## src/rtl/dot_product_mac_4bit.sv

```systemverilog
// Two-stage unsigned multiply-accumulate producing one dot product per DEPTH beats.
// Results leave over a valid/ready handshake; backpressure freezes the whole pipe.
module dot_product_mac_4bit #(
  parameter int DATA_W = 4,
  parameter int DEPTH  = 4,
  parameter int ACC_W  = 2*DATA_W + $clog2(DEPTH)
) (
  input  logic              clk,
  input  logic              rst,
  input  logic              in_valid,
  output logic              in_ready,
  input  logic [DATA_W-1:0] a,
  input  logic [DATA_W-1:0] b,
  input  logic              clear,
  output logic              out_valid,
  input  logic              out_ready,
  output logic [ACC_W-1:0]  result,
  output logic              busy
);

  localparam int PROD_W = 2*DATA_W;
  localparam int CNT_W  = (DEPTH > 1) ? $clog2(DEPTH) : 1;
  localparam logic [CNT_W-1:0] LAST = CNT_W'(DEPTH-1);

  logic              stall;
  logic              accept;
  logic              fire;
  logic              done;
  logic [CNT_W-1:0]  cnt;
  logic [PROD_W-1:0] prod_r;
  logic              p_valid;
  logic              p_last;
  logic              first;
  logic [ACC_W-1:0]  acc;
  logic [ACC_W-1:0]  base;
  logic [ACC_W-1:0]  sum;

  assign stall    = out_valid & ~out_ready;
  assign in_ready = ~stall & ~clear;
  assign accept   = in_valid & in_ready;
  // clear discards whatever sits in stage 1, so stage 2 must not consume it
  assign fire     = p_valid & ~stall & ~clear;
  assign done     = fire & p_last;
  assign base     = first ? '0 : acc;
  assign sum      = base + ACC_W'(prod_r);
  assign busy     = (cnt != '0) | p_valid;

  always_ff @(posedge clk or posedge rst) begin
    if (rst) begin
      cnt     <= '0;
      prod_r  <= '0;
      p_valid <= 1'b0;
      p_last  <= 1'b0;
    end else if (clear) begin
      cnt     <= '0;
      p_valid <= 1'b0;
    end else if (accept) begin
      prod_r  <= PROD_W'(a) * PROD_W'(b);
      p_valid <= 1'b1;
      p_last  <= (cnt == LAST);
      cnt     <= (cnt == LAST) ? '0 : cnt + CNT_W'(1);
    end else if (!stall) begin
      p_valid <= 1'b0;
    end
  end

  always_ff @(posedge clk or posedge rst) begin
    if (rst) begin
      acc   <= '0;
      first <= 1'b1;
    end else if (clear) begin
      acc   <= '0;
      first <= 1'b1;
    end else if (fire) begin
      if (p_last) begin
        first <= 1'b1;
      end else begin
        acc   <= sum;
        first <= 1'b0;
      end
    end
  end

  // a result completing in the handshake cycle keeps out_valid asserted
  always_ff @(posedge clk or posedge rst) begin
    if (rst) begin
      result    <= '0;
      out_valid <= 1'b0;
    end else if (done) begin
      result    <= sum;
      out_valid <= 1'b1;
    end else if (out_ready) begin
      out_valid <= 1'b0;
    end
  end

endmodule

```

## config.mk

```make
export PLATFORM = sky130hd
export DESIGN_NAME = dot_product_mac_4bit
export DESIGN_NICKNAME = d
export VERILOG_FILES = /design/src/rtl/dot_product_mac_4bit.sv
export SDC_FILE = /design/constraint.sdc
export NUM_CORES = 1
export LEC_CHECK = 0
export CAP_MARGIN = 15
export CORE_ASPECT_RATIO = 0.75
export CORE_MARGIN = 1.5
export CORE_UTILIZATION = 56
export CTS_CLUSTER_SIZE = 12
export DETAILED_ROUTE_END_ITERATION = 7
export PLACE_DENSITY_LB_ADDON = 0.05
export SLEW_MARGIN = 30
export SYNTH_ARGS = -nofsm -noshare
export SYNTH_HDL_FRONTEND = slang
export SYNTH_SLANG_ARGS = --single-unit
```

## constraint.sdc

```tcl
create_clock -name clk -period 3.3 [get_ports clk]
set_clock_uncertainty 0.2 [all_clocks]
set_input_delay 0.33 -clock clk [delete_from_list [all_inputs] [get_ports clk]]
set_output_delay 0.33 -clock clk [all_outputs]
set_load 0.01 [all_outputs]
```

==> summary.md <==
- worst max-slew margin expressed relative to the limit: 63.0%
- master of the slowest instance on the critical path: fa_1
- CTS tree: yes
- Die X-Extent: 75.2 um
- setup fix buffers added after clock tree synthesis: 0
- number of vias after detailed routing: 1680
- total instance count after detailed placement: 297
- critical path arrival: 3080 ps
- initial antenna violation count: 0
- vias in the first global route: 1744
- drt total wl: 4.56 mm
- pin count of the biggest net entering global routing: 35
- number of hold violations in the final report: 0
- count of clock tree sinks: 34
- Yosys top cell area share: 37.7%
- type of the worst min-delay path: in2async
- first-pass GRT wire length: 7.73 mm
- Critical Path Sink Type: flip-flop
- core footprint: 0.00371 mm2
- sort of element at the start of the critical path: input pin
- number of nets in the finished design: 292
- cts bufs inserted: 5
- r2r worst-path depth: 9
- share of flip-flops with an asynchronous set or reset: 100%
- hold_buf cts: 0
- fill cell count: 266
- effective utilization at floorplan: 59.1%
- I/O pin total: 26
- number of levels the H-tree was split into: 2
- Cell Area, Synth: 0.00219 mm2
- most frequent cells after synthesis: 33 x dfrtp_1, 30 x nand2_1, 22 x ha_1
- Net Count, Synth: 255
- Yosys Warn Count: 0
- aggregate global-route resource usage: 24.1%
- per-instance average area after synthesis: 10.2 um2
- HPWL Detailed: 3.44 mm
- IO buf count: 25
- post-synthesis sequential element count: 34
- ANT cells: 0
- drt first-iter violations: 81
- footprint of the multi-input gates: 0.00127 mm2
- overall power of the completed layout: 1.11 mW
- total die area: 0.00430 mm2
- antenna-violating nets left: 0
- Cell Pwr Density: 418 mW/mm2
- gp weighted congestion: 0.895
- R2R setup slack: 750 ps
- max-cap viol count: 0
- top fanout value on the critical path: 2
- leakage dissipation: 1.29 nW
- cell row count: 19
- placed cell areas: 0.00255 mm2
- Die Span Y: 57.2 um
- total area of sequential cells: 852 um2
- Max Fclk: 321 MHz
- final std cell area, no fill: 0.00266 mm2
- clock-pin slew on the worst setup and hold paths: 70 ps
- clock latency on the worst-skew pair: 290 ps
- minimum clock period: 3120 ps
- cell repeated most along the worst path: fa_1
- biggest area contributors in the synthesized netlist: dfrtp_1 38%, ha_1 13%, mux2_2 5.1%
- kind of critical path: in2reg
- cell type with the highest aggregate area in the netlist: dfrtp_1
- critical-path cell list: clkdlybuf4s50_1 -> nand2_1 -> fa_1 -> fa_1 -> inv_1 -> fa_1 -> a21o_1 -> a21oi_1 -> xor2_1 -> o21ai_0
- number of iterations in the first detailed-routing pass: 4
- Post-synth top flop: dfrtp_1
- number of pins exceeding their max-slew limit in the final report: 0
- fraction of the cycle the final worst path needs: 94.4%
- DRC violations left: 0
- unrepaired setup endpoints after global routing: no
- maximum buffer depth of the clock tree: 2
- number of instances in the synthesized netlist: 215
- leading cell type by number of instances after synthesis: dfrtp_1
- worst-case vdd ir drop: 0.255 mV
- status: finished, final reports clean
- setup violation total in the final timing report: 0
- area added between synthesis and finish: 21.5%
- CP required: 3260 ps
- ratio of routed vias to standard cells: 5.51
- total congestion overflow after global routing: 0
- Worst R2R Start: first
- sequential share of the synthesized area: 38.9%
- worst slew pin tran: 551 ps
- number of flops mapped to enable cells by yosys: 0
- Clock Tree Root: clkbuf_8
- synth unique cells: 40
- average wire per standard cell: 14.9 um
- filler-free cell count of the finished design: 305
- layout cells sized above 1: 14.6%
- slowest cell delay on critical path: 550 ps
- RR Endpoint: result[7]
-- report_power, final --
part / internal (mW) / switching [mW] / total (mW)
logic: 0.121 / 0.136 / 0.257
clock network: 0.226 / 0.148 / 0.374
registers: 0.454 / 0.0269 / 0.481
-- worst max-delay path by stage --
| stage | from | cells after the start | end | slack [ps] |
|---|---|---|---|---|
| after floorplan | b[3] | 9 | prod_r[6] | 480 |
| after global placement | a[0] | 10 | prod_r[6] | -60 |
| after detailed placement | a[0] | 11 | prod_r[7] | -170 |
| after CTS | a[0] | 11 | prod_r[7] | 140 |
| after global routing | b[3] | 10 | prod_r[6] | 3 |
| final | a[0] | 10 | prod_r[6] | 180 |
-- logic make-up after synthesis --
group | synth area share [%]
xor+xnor | 4.40
simple gates | 15.4
flops | 38.9
compound gates | 15.6
mux | 5.14
buf+inv | 3.42
fa+ha+maj | 17.1
-- state kept, by name, indices dropped and copies added (netlist names) --
register	flops
p_last	1
cnt	2
first	1
p_valid	1
acc	10
out_valid	1
prod_r	8
result	10
-- metal layers --
layer / vias up / wire, um / GRT usage, %
li1: 827 / - / -
met1: 814 / 2170 / 31.9
met2: 31 / 2150 / 39.9
met3: 8 / 171 / 4.77
met4: 0 / 69 / 7.91
met5: - / 0 / 0
-- critical path: cells and delay by family --
| kind | cells | cell delay (ps) |
|---|---|---|
| AOI/OAI and AO/OA | 3 | 470 |
| adders and majority gates | 3 | 1480 |
| and+or+nand+nor | 1 | 80 |
| xor gates and xnor gates | 1 | 160 |
| buffers and inverters | 2 | 560 |
-- layout make-up --
| type | count | share of cell area, % |
|---|---|---|
| Multi-Input combinational cell | 162 | 47.7 |
| Sequential cell | 34 | 32.0 |
| Timing Repair Buffer | 33 | 11.7 |
| Clock buffer | 7 | 2.87 |
| Tap cell | 52 | 2.44 |
| Inverter | 16 | 2.26 |
| Clock inverter | 1 | 1.13 |
-- through the flow --
stage	setup TNS [ps]	util, %	hold WS (ps)	setup WS [ps]
after floorplan	0	-	242	485
after detailed placement	-295	68.8	270	-165
after CTS	0	71.7	247	142
after global routing	0	71.8	291	2.78
after global placement	-76.0	68.8	259	-58.1
final	0	71.8	224	185
-- timing repair --
item                                    in CTS  in global routing
endpoints found under the hold margin        0                  0
endpoints found under the setup margin       0                  1
gates resized for setup                      0                  1
-- layout by cell type (no fill, tap or decap), types with 2 or more instances in the layout --
master and n:
o21ai_0 13, and3_1 2, nand2b_1 4, and2_1 8, o31ai_1 2, nor2b_1 7
dfrtp_1 33, clkdlybuf4s50_1 25, o21bai_1 2, fa_1 5, clkbuf_8 5, xor2_1 3
a21o_1 2, clkbuf_1 2, inv_1 16, buf_4 8, a22o_1 5, a21oi_1 11
nor3_1 2, nor2_1 5, xnor2_1 8, nand2_1 30, mux2_2 10, ha_1 22
o211ai_1 2, a211oi_1 2
Power figures use the tool's default switching activity.
